[src/rtl/mem_port_arbiter.sv]
// mem_port_arbiter
//
// This block shares one 32-bit memory port between two requesters: instruction
// fetch (IF) and load/store (D). Each access goes through a small FSM:
//   IDLE -> ACC_IF or ACC_D -> RESP -> IDLE
//
// The winner's address, write enable and write data are latched into MEM_*.
// MEM_SEL drives the select of the address 2:1 mux in front of memory
// (1 = data path, 0 = fetch path). Read data and a one-cycle completion pulse
// go back to the requester that was served.
//
// Every output comes from a flop. No input has a combinational path to any
// output.
//
// Configuration macro: MEM_ARB_RR_EN
//   defined   - round-robin on simultaneous requests; the requester that was
//               not served most recently wins
//   undefined - fixed priority; D wins every tie
//
// Parameters:
//   AW - address width
//   DW - data width
//
// Ports:
//   CLK, RST                    clock, synchronous active-high reset
//   IF_REQ, IF_ADDR             fetch request (level) and address
//   IF_GNT, IF_DONE, IF_RDATA   fetch grant pulse, done pulse, read data
//   D_REQ, D_WE, D_ADDR, D_WDATA  data request, write enable, address, write data
//   D_GNT, D_DONE, D_RDATA      data grant pulse, done pulse, read data
//   MEM_SEL                     address mux select (1 = D, 0 = IF)
//   MEM_EN, MEM_WE              access strobe, write enable
//   MEM_ADDR, MEM_WDATA         latched access address and write data
//   MEM_RDATA, MEM_READY        memory read data; access completes this cycle

module mem_port_arbiter #(
    parameter int AW = 32,
    parameter int DW = 32
) (
    input  logic          CLK,
    input  logic          RST,
    input  logic          IF_REQ,
    input  logic [AW-1:0] IF_ADDR,
    output logic          IF_GNT,
    output logic          IF_DONE,
    output logic [DW-1:0] IF_RDATA,
    input  logic          D_REQ,
    input  logic          D_WE,
    input  logic [AW-1:0] D_ADDR,
    input  logic [DW-1:0] D_WDATA,
    output logic          D_GNT,
    output logic          D_DONE,
    output logic [DW-1:0] D_RDATA,
    output logic          MEM_SEL,
    output logic          MEM_EN,
    output logic          MEM_WE,
    output logic [AW-1:0] MEM_ADDR,
    output logic [DW-1:0] MEM_WDATA,
    input  logic [DW-1:0] MEM_RDATA,
    input  logic          MEM_READY
);

    typedef enum logic [1:0] {
        IDLE,
        ACC_IF,
        ACC_D,
        RESP
    } state_t;

    state_t        state, state_nxt;
    logic          pick_d;
    logic          if_gnt_nxt, if_done_nxt, d_gnt_nxt, d_done_nxt;
    logic          mem_sel_nxt, mem_en_nxt, mem_we_nxt;
    logic [AW-1:0] mem_addr_nxt;
    logic [DW-1:0] mem_wdata_nxt, if_rdata_nxt, d_rdata_nxt;

`ifdef MEM_ARB_RR_EN
    // last_d is 1 when D was the most recent requester granted.
    // Reset leaves it at 0, meaning IF was served last.
    logic last_d, last_d_nxt;
    assign pick_d = D_REQ && (!IF_REQ || !last_d);
`else
    assign pick_d = D_REQ;
`endif

    // Next-state logic and next values for the registered outputs.
    // Outputs are produced one cycle ahead so that every output is a flop:
    //   GNT is set on entry to ACC,
    //   DONE is set on entry to RESP.
    always_comb begin
        state_nxt     = state;
        if_gnt_nxt    = 1'b0;
        if_done_nxt   = 1'b0;
        d_gnt_nxt     = 1'b0;
        d_done_nxt    = 1'b0;
        mem_en_nxt    = 1'b0;
        mem_sel_nxt   = MEM_SEL;
        mem_we_nxt    = MEM_WE;
        mem_addr_nxt  = MEM_ADDR;
        mem_wdata_nxt = MEM_WDATA;
        if_rdata_nxt  = IF_RDATA;
        d_rdata_nxt   = D_RDATA;
`ifdef MEM_ARB_RR_EN
        last_d_nxt    = last_d;
`endif
        case (state)
            IDLE: begin
                if (IF_REQ || D_REQ) begin
                    mem_en_nxt = 1'b1;
                    if (pick_d) begin
                        state_nxt     = ACC_D;
                        d_gnt_nxt     = 1'b1;
                        mem_sel_nxt   = 1'b1;
                        mem_we_nxt    = D_WE;
                        mem_addr_nxt  = D_ADDR;
                        mem_wdata_nxt = D_WDATA;
`ifdef MEM_ARB_RR_EN
                        last_d_nxt    = 1'b1;
`endif
                    end else begin
                        state_nxt     = ACC_IF;
                        if_gnt_nxt    = 1'b1;
                        mem_sel_nxt   = 1'b0;
                        mem_we_nxt    = 1'b0;
                        mem_addr_nxt  = IF_ADDR;
                        mem_wdata_nxt = '0;
`ifdef MEM_ARB_RR_EN
                        last_d_nxt    = 1'b0;
`endif
                    end
                end
            end
            ACC_IF: begin
                if (MEM_READY) begin
                    state_nxt    = RESP;
                    if_done_nxt  = 1'b1;
                    if_rdata_nxt = MEM_RDATA;
                end else begin
                    mem_en_nxt = 1'b1;
                end
            end
            ACC_D: begin
                if (MEM_READY) begin
                    state_nxt   = RESP;
                    d_done_nxt  = 1'b1;
                    d_rdata_nxt = MEM_RDATA;
                end else begin
                    mem_en_nxt = 1'b1;
                end
            end
            RESP: begin
                state_nxt = IDLE;
            end
            default: begin
                state_nxt = IDLE;
            end
        endcase
    end

    // State and output registers.
    // Reset clears everything. A reset during an access abandons it, so no
    // DONE pulse is issued for that access.
    always_ff @(posedge CLK) begin
        if (RST) begin
            state     <= IDLE;
            IF_GNT    <= 1'b0;
            IF_DONE   <= 1'b0;
            IF_RDATA  <= '0;
            D_GNT     <= 1'b0;
            D_DONE    <= 1'b0;
            D_RDATA   <= '0;
            MEM_SEL   <= 1'b0;
            MEM_EN    <= 1'b0;
            MEM_WE    <= 1'b0;
            MEM_ADDR  <= '0;
            MEM_WDATA <= '0;
`ifdef MEM_ARB_RR_EN
            last_d    <= 1'b0;
`endif
        end else begin
            state     <= state_nxt;
            IF_GNT    <= if_gnt_nxt;
            IF_DONE   <= if_done_nxt;
            IF_RDATA  <= if_rdata_nxt;
            D_GNT     <= d_gnt_nxt;
            D_DONE    <= d_done_nxt;
            D_RDATA   <= d_rdata_nxt;
            MEM_SEL   <= mem_sel_nxt;
            MEM_EN    <= mem_en_nxt;
            MEM_WE    <= mem_we_nxt;
            MEM_ADDR  <= mem_addr_nxt;
            MEM_WDATA <= mem_wdata_nxt;
`ifdef MEM_ARB_RR_EN
            last_d    <= last_d_nxt;
`endif
        end
    end

endmodule
[config.mk]
export PLATFORM = sky130hd
export DESIGN_NAME = mem_port_arbiter
export DESIGN_NICKNAME = d
export VERILOG_FILES = /design/src/rtl/mem_port_arbiter.sv
export SDC_FILE = /design/constraint.sdc
export NUM_CORES = 1
export LEC_CHECK = 0
export ABC_AREA = 1
export BUFFER_PORTS_ARGS = -buffer_cell sky130_fd_sc_hd__buf_4
export CORE_UTILIZATION = 45
export DETAILED_ROUTE_END_ITERATION = 6
export GPL_TIMING_DRIVEN = 0
export MAX_ROUTING_LAYER = met4
export PLACE_DENSITY_LB_ADDON = 0.2
export SLEW_MARGIN = 40
export SYNTH_ARGS = -nofsm -noshare
export SYNTH_HDL_FRONTEND = slang
export SYNTH_SLANG_ARGS = --single-unit
[constraint.sdc]
create_clock -name CLK -period 2.15 [get_ports CLK]
set_input_delay 0.215 -clock CLK [delete_from_list [all_inputs] [get_ports CLK]]
set_output_delay 0.215 -clock CLK [all_outputs]
set_load 0.01 [all_outputs]
# After elaboration in Yosys (flattened, before gate mapping)

Index checks and enable logic that the tools add are counted.

Bits in latches: 0
RAM bits: 0
Output and inout bits: 135
Register bits: 137
Memories: 0
ROM bits: 0

Shift-type cells: 0
Multiplexer cells: 13
Eq/ne operators: 5
Div/mod/pow operators: 0
Reductions and logical operators: 10
Bitwise logic cells: 4
$add $sub $neg: 0
Multiply operators: 0
$lt $le $gt $ge: 0

Operators with widths:

| cell               | number |
|---|---|
| $mux 32            | 2 |
| $reduce_and 2->1   | 4 |
| $mux 1             | 6 |
| $mux 2             | 3 |
| $pmux 2 s3         | 1 |
| $reduce_or 2->1    | 3 |
| $eq 2x2->1 const B | 2 |
| $not 1->1          | 4 |
| $reduce_or 3->1    | 1 |
| $eq 2x1->1 const B | 1 |
| $logic_not 2->1    | 1 |
| $ne 2x1->1 const B | 1 |
| $ne 2x2->1 const B | 1 |
| $pmux 1 s2         | 1 |
| $logic_or 1x1->1   | 1 |

# Longest topological paths before layout

Gate-level depths: netlist of run 1.

Depth after elaboration: 4
Mapped depth: 7
Mapped depth without buffers: 7

# Least setup slack after synthesis of run 1

Ideal clock, no wire load.

Kind: reg-to-reg
Start point: register state[0]
End point: register MEM_WDATA[2]
Path buffers: 2
Clock period less this slack: 1.328 ns
Library setup time: 0.070 ns
Stages on the path, launching flop included: 8
Required time: 2.080 ns
Arrival: 1.258 ns
Path slack: 0.822 ns
Cell sequence: dfxtp_1 -> inv_1 -> ha_1 -> o21ai_2 -> buf_4 -> buf_2 -> nand2_1 -> a21oi_1

Longest elaborated chain between the ends: 2

Ends and longest elaborated chain:

| item                       | line | text |
|---|---|---|
| start, declared            | 69   | `state_t state, state_nxt;` |
| start signal, assigned     | 180  | `state <= state_nxt;` |
| $logic_not 2->1            | 105  | `case (state)` |
| $reduce_and 2->1 (no line) | --   |  |
| end signal, assigned       | 191  | `MEM_WDATA <= mem_wdata_nxt;` |
| end, declared              | 57   | `output logic [DW-1:0] MEM_WDATA,` |

Every way passes these cells.
A chain may end at the register's enable or synchronous reset.

# Final worst setup path of run 1

Start point: register state[1]
End point: register MEM_WDATA[6]

Same word-level chain as after synthesis.

==> impl_summary.md, run 1 <==
GRT
Entering global routing, the biggest net connects 17 pins. For this run the aggregate overflow at the end of global routing stands at 0. The wire length of the first global-routing pass is 24000 um. The initial antenna violation count is 0. The global-route total usage across every layer is 0.268.

The number of global-route vias before repair is approximately 5000.

Finish
The number of nets in the layout is 1136. Excluding fillers, the count of instances in the completed layout stands at between 1000 and 1500. For this run, the share of the core covered by cells in the final layout is 0.725.

The layout has roughly 960 filler cells. The fraction of layout cells with a size suffix above 1 is 0.329. 0 antenna diodes ended up in the layout. The post-synthesis to final-layout area growth is 54.0%.

STA
The final count of pins violating max slew is 0. The final period utilization is 0.757. Based on the critical path, the design can be clocked at up to between 600 and 700 MHz. For the finished layout, the period the worst path requires is around 1600 ps. The number of endpoints with negative hold slack in the final report came to 0. The worst-margin pin slew is around 530 ps. After routing, the total negative slack on setup checks comes to 0 ps. The worst relative slew slack is 0.645. The setup-violating endpoint count in the final report is 0. For the final database, setup skew stands at 13.3 ps.

Setup repair after global routing left no endpoint under its margin.

Critical path
STA puts the critical path data required time at ~2500 ps. The capturing element type of the critical path is a flop. The setup slack on the worst flop-to-flop path is about 520 ps.

Counting cells, the worst reg-to-reg path comes to 7. The worst setup path is launched from a flop. In this run the critical register-to-register path is launched from state[1]. The maximum net fanout on the critical path is 10. The type of the worst setup path is flop to flop. The worst flop-to-flop path endpoint is MEM_WDATA[6]. STA puts the critical path data arrival time at between 1500 and 2000 ps.

Drt
In this run, the number of DRC markers left after iteration 0 of detailed routing was about 340. After detailed routing, the number of remaining DRC violations is 0. In the final routed layout, each cell accounts on average for between 10 and 15 um. The remaining antenna violation count after routing is 0. The routed wire length is 15700 um. The first TritonRoute pass finished after 4 iterations. The routed layout has approximately 5500 vias. The via count normalized by instance count is 4.81.

Synth
The count of yosys warnings during synthesis is 0. The area share of the largest cell type after synthesis is 0.529. nand2_1 is the most common cell in the netlist.

In the post-synthesis netlist, the biggest area contributors are dfxtp_1 (53%), nand2_1 (17%), nor2_1 (9.8%), a21oi_1 (6.4%), o21ai_0 (6.4%). A synthesized cell averages between 7 and 8 sq um. The commonest cells after synthesis are nand2_1 (240), dfxtp_1 (137), nor2_1 (136).

In this run, synthesis inferred 0 flip-flops with an integrated enable. After technology mapping, the gate count stands at 711. The post-synth design cell area is slightly above 0.005 sq mm. The sequential fraction of the synthesis area is 0.529.

The distinct cell type count of the synthesized netlist is 17. In this run, synthesis produced a sequential element count of around 140. Of all flip-flops after synthesis, the portion carrying an async set or reset was 0. The synthesized design spends more area on one cell type than any other, namely dfxtp_1. The flip-flop cell with the highest count after synthesis is dfxtp_1. Synthesis produced a netlist with a net count of 850.

Clock network
Clock-pin slew was measured on the worst setup and hold paths at approximately 60 ps. The number of instances resized during post-cts repair is 0. Counting along the longest clock path gives a buffer depth of 2. The number of clock buffers added by TritonCTS is 17.

The number of hold buffers added after CTS is 0. The depth of the CTS H-tree is 4. The post-CTS setup buffer count is 0. The clock insertion delay at the later pin of the skew report is a little over 400 ps. The CTS tree is built.

In this run the clock root is driven by a clkbuf_16. The clock sink total is 137.

Die
The die covers 0.0120 sq mm. The width of the chip is 109 um. The number of rows in the core area is 38. Measured along the y axis, the die boundary spans around 110 um. The number of ports placed on the die boundary is between 200 and 300.

The floorplan step defined a core boundary enclosing ~0.011 sq mm. The initial utilization of the core area, before any placement, comes to 0.470.

Run
Across the run, the number of max-cap violations was 0.

Power
Power spread over the standard cell area amounts to about 1200 mW/mm^2. The maximum vdd drop is 0.612 mV. The analysis attributes to cell leakage a power of roughly 3.8 nW.

Min path
In this run the most critical hold path is launched from D_WDATA[25]. The number of instances on the worst hold path is 3. The tightest min-delay check is of the primary input to flop type. The worst min-delay path endpoint is MEM_WDATA[25].

Placed design
The cell count after placement is approximately 1100. The number of buffers inserted by port buffering is around 270. The estimated wirelength of the detail-placed design is approximately 12000 um.

The final RePlAce weighted congestion is just under 0.8.

Status
The run finished with clean final reports.
power by group:
group	leakage, nW	internal (mW)	total (mW)	switching (mW)
clock network	0.295	1.96	3.07	1.11
registers	1.12	3.08	3.36	0.281
logic	2.43	1.41	3.19	1.79
critical path, cell delays in order, from the launching register on:
cell,delay (ps)
dfxtp_1,360
inv_1,110
ha_1,260
o21ai_2,130
buf_4,230
buf_2,230
nand2_1,90
a21oi_1,140
final cells by class:
type,count,area (sq um),share of cell area
flip-flops and latches,137,2740,0.343
well taps,140,175,0.0219
clock inverters,13,191,0.0240
clock buffers,19,433,0.0542
inverters,10,37.5,0.00470
multi-input cells,517,2170,0.271
plain buffers,47,243,0.0304
repair buffers,267,2000,0.251
layer usage:
layer  vias up  part of all wire  global-route usage  routed length [um]
met3        16             0.068              0.0688                1070
met5         -                 0                   -                   0
met4         0             0.015              0.0838                 236
met1      2494              0.40               0.294                6240
li1       2813                 -                   -                   -
met2       205              0.52               0.473                8120
cells in the final DEF, fill, tap and decap left out, drive strengths merged:
cell type  Yosys  routed
nand2        240     240
buf           27     294
nor2         138     138
nor3           1       1
bufinv         0       4
clkbuf        20      39
dfxtp        137     137
a21oi         66      66
inv           10      14
ha             5       5
o21ai         67      67
clkinvlp       0       3
clkinv         0       2
worst max-delay path by stage:
stage	slack, ps	start	to	cells after the start
2_1_floorplan	820	state[0]	MEM_WDATA[2]	7
3_3_place_gp	580	state[0]	MEM_WDATA[20]	7
3_5_place_dp	540	state[0]	MEM_ADDR[24]	6
4_1_cts	500	state[0]	MEM_WDATA[6]	7
5_1_grt	360	state[0]	MEM_ADDR[18]	6
6_report	520	state[1]	MEM_WDATA[6]	7
state kept, by name (all words and copies together), names as in the netlist, 2 cells and up:
signal	cells
MEM_ADDR	32
state	2
IF_RDATA	32
MEM_WDATA	32
D_RDATA	32
per-stage QoR:
stage	hold WS [ps]	power (mW)	cell area, sq um	worst slack [ps]
floorplan	362	5.16	5190	822
global placement	449	6.54	7370	585
detailed placement	453	6.59	7370	540
CTS	52.8	9.67	7990	502
global route	53.7	10.2	7990	363
finish	60.3	9.62	7990	522
logic make-up after synthesis:
| logic type | Yosys count | share of synthesized area |
|---|---|---|
| AO/OA/AOI/OAI | 133 | 0.129 |
| adder cells (fa/ha/maj) | 5 | 0.0121 |
| buffers and inverters | 57 | 0.0540 |
| AND/OR/NAND/NOR | 379 | 0.276 |
| flip-flops | 137 | 0.529 |
Note: power is estimated with default switching activity, not from simulation.
==> inputs of run 2 (changes only) <==
--- a/config.mk
+++ b/config.mk
@@ -5,9 +5,9 @@
 export SDC_FILE = /design/constraint.sdc
 export NUM_CORES = 1
 export LEC_CHECK = 0
-export ABC_AREA = 1
+export ABC_AREA = 0
 export BUFFER_PORTS_ARGS = -buffer_cell sky130_fd_sc_hd__buf_4
-export CORE_UTILIZATION = 45
+export CORE_UTILIZATION = 41
 export DETAILED_ROUTE_END_ITERATION = 6
 export GPL_TIMING_DRIVEN = 0
 export MAX_ROUTING_LAYER = met4
==> constraint.sdc (replaced) <==
create_clock -name CLK -period 1.38 [get_ports CLK]
set_input_delay 0.138 -clock CLK [delete_from_list [all_inputs] [get_ports CLK]]
set_output_delay 0.138 -clock CLK [all_outputs]
set_load 0.01 [all_outputs]
==> run 2 against run 1 <==
  * Sequential share of layout area is 3.8 points lower
  * Non-clock buffer count is 57 higher
  * Clock power is 53% higher
  * First-iteration DRC count is 19% lower
  * Critical path depth is 1 lower
  * Final area is 13% higher
  * Clock skew is 7.3 ps lower
  * Largest cell class is now non-clock buffers
==> impl_summary.md, run 2 <==
STA
The final count of pins violating max slew is 0 (unchanged). The minimum clock period after layout came to 1330 ps (-297 ps). The final period utilization is 0.965 (+0.207).

The largest clock skew in the final design is 5.93 ps (-7.33 ps). The worst-margin pin slew is 720 ps (+187 ps). The maximum achievable frequency is 751 MHz (+22%).

Setup repair after global routing could not meet its margin everywhere. The number of endpoints with negative hold slack in the final report was 0 (unchanged). The smallest hold slack came to 17.3 ps (-42.9 ps). The worst relative slew slack was 0.520 (-0.125). The setup-violating endpoint count in the final report came to 0 (unchanged).

Die
The initial cell density of the core was 0.422 (-0.0482). The number of ports placed on the die boundary is 269 (unchanged). The overall die area is 0.0135 sq mm (+12%). The width of the chip is 116 um (+6.0%). The number of rows in the core area was 41 (+7.9%). The height of the die came to 116 um (+6.0%). The floorplan core area is 0.0126 sq mm (+14%).

Critical path
The data arrival time of the worst path is 1640 ps (-320 ps). The setup slack on the worst flop-to-flop path is 50 ps (-470 ps). The maximum net fanout on the critical path is 3 (-7).

STA classifies the critical path endpoint as a flop. The category of the worst setup path launch point is a flop. The worst setup path is of the flop to flop kind. The data required time of the worst path is 1690 ps (-790 ps). The number of cells on the worst reg-to-reg path is 6 (-1).

Finish
The number of nets in the layout is 1087 (-4.3%). Leaving out fill and tap cells, the most frequent cell in the layout is buf_4. The post-synthesis to final-layout area growth is 68.8%. In the layout the commonest cells are buf_4 (281), nand2_1 (163), dfxtp_1 (135).

The design area was 0.00899 sq mm (+13%). The core occupancy in the finished layout is 0.713 (-0.0120). The diode insertion count for antenna repair was 0 (unchanged).

The fraction of layout cells with a size suffix above 1 is 0.433 (+0.105). The final cell count without fillers was 1132 (-1.6%).

GRT
The number of global-route vias before repair is 5751 (+13%). The largest net degree at the start of global routing came to 17 (unchanged). The initial antenna violation count is 0 (unchanged).

The wire length of the first global-routing pass is 27700 um (+15%). The total grt overflow is 0 (unchanged). The global-route total usage across every layer came to 0.278 (+0.0109).

Drt
The remaining antenna violation count after routing is 0 (unchanged). The total via count in the routed design is 5686 (+2.9%). The number of detailed-routing iterations run before antenna repair is 5 (+1).

The number of remaining DRC errors is 0 (unchanged). The via count normalized by instance count came to 5.02 (+4.5%). The average wire per cell in the routed design was 16.0 um (+17%). The routed wire length was 18100 um (+16%). The detailed router's first-iteration violation count came to 279 (-19%).

Synth
dfxtp_1 takes more of the synthesized area than any other cell. The leading cell type by number of instances after synthesis is nand2_1. The distinct cell type count of the synthesized netlist is 27 (+10). The number of enable flip-flop cells after synthesis is 0 (unchanged). By area the synthesized netlist is led by dfxtp_1 (51%), nand2_1 (12%), a21oi_1 (9.3%), a211oi_2 (7.0%), mux2i_1 (6.0%).

The count of yosys warnings during synthesis came to 0 (unchanged). The gate count of the mapped netlist came to 608 (-14%). The count of state elements after synthesis is 137 (unchanged). The flip-flop cell with the highest count after synthesis is dfxtp_1.

Sorting the synthesized cells by how often they occur yields nand2_1 (166), dfxtp_1 (137), a21oi_1 (99). The synthesized area per cell was 8.76 sq um (+20%). The proportion of register bits with asynchronous set or reset after synthesis is 0 (unchanged). The post-synth design cell area is 0.00533 sq mm (+2.7%). The number of nets produced by synthesis is 747 (-12%). The sequential fraction of the synthesis area was 0.515 (-0.0138). The area share of the largest cell type after synthesis is 0.515 (-0.0138).

Placed design
The post-detailed-placement cell area is 0.00755 sq mm (+2.4%). The cell count after placement was 1047 (-6.4%). The number of buffers inserted by port buffering came to 267 (unchanged). The final RePlAce weighted congestion is 0.817 (+5.2%). The estimated wirelength of the detail-placed design is 12800 um (+8.7%).

Clock network
The clock insertion delay at the later pin of the skew report was 410 ps (about the same). The library cell used as clock root buffer is clkbuf_16. The clock buffer count from CTS is 17 (unchanged). The depth of the CTS H-tree was 4 (unchanged). The clock edge transition at the registers on the reported setup and hold paths was 50 ps (about the same). The maximum root-to-sink buffer count is 2 (unchanged). The clock sink total came to 137 (unchanged). TritonCTS built the clock tree.

Min path
The tightest min-delay check is of the primary input to flop type. The number of instances on the worst hold path was 3 (unchanged).

Power
The leakage component of the power is 3.97 nW (+3.5%). The maximum vdd drop is 0.842 mV (+38%). The power density relative to cell area is 1840 mW/mm^2 (+53%).

Run
The number of max-cap violations is 0 (unchanged).

Status
The flow ran to the end, and the final reports show no timing, DRC or antenna violations.
==> run 2: layer usage <==
metal | GRT usage | part of all wire | vias to the layer above
met5 | - | 0 | -
met4 | 0.113 | 0.021 | 0
li1 | - | - | 2731
met3 | 0.0680 | 0.066 | 33
met1 | 0.289 | 0.39 | 2695
met2 | 0.502 | 0.53 | 227
==> run 2: path summary, 6_finish.rpt <==
| kind | end | startpoint |
|---|---|---|
| hold / removal | MEM_WDATA[6] | D_WDATA[6] |
| setup / recovery | state[1] | state[1] |
| hold reg to reg | MEM_WDATA[19] | MEM_WDATA[19] |
| setup reg to reg | state[1] | state[1] |
==> run 2: cell type report <==
type	instances	area [sq um]
plain buffers	47	384
clock buffers	24	502
clock inverters	7	114
fillers	993	3630
inverters	2	10.0
multi-input cells	419	2440
flip-flops and latches	137	2750
well taps	172	215
repair buffers	324	2580
==> run 2: cells by family (layout without fill, tap and decap cells) <==
logic type                 count (synthesis)  count (layout)  share of synthesized area
muxes                                     32              32                     0.0601
and+or+nand+nor                          244             244                      0.183
buffers and inverters                     53             404                     0.0533
adders and majority gates                  5               5                     0.0117
AOI/OAI and AO/OA                        137             138                      0.177
DFF                                      137             137                      0.515
==> run 2: where the power goes <==
group | internal [mW] | leakage [nW] | total (mW) | switching, mW
registers | 4.77 | 1.12 | 5.25 | 0.482
logic | 3.33 | 2.55 | 6.62 | 3.30
clock network | 3.07 | 0.306 | 4.69 | 1.62
==> run 2: timing repair <==
action,in CTS,in global routing
setup endpoints to repair,130,122
buffers inserted,9,1
hold endpoints to repair,67,0
pin swaps,19,3
gates resized for setup,77,21
hold buffers,40,0
gates cloned,8,0
==> run 2: metrics by stage <==
step                total power, mW  setup slack, ps  setup TNS [ps]
floorplan                      8.24            -24.7            -493
global placement               10.3             -168          -11440
detailed placement             10.5             -210          -16080
CTS                            16.5            -49.7            -148
global route                   17.4            -12.9           -63.9
finish                         16.6             48.8               0
==> run 2: critical path: stages, from the launching register on <==
cell,delay [ps]
dfxtp_2,350
inv_2,60
buf_6,130
ha_4,160
nand2b_4,130
a2111o_1,350
o31ai_1,60
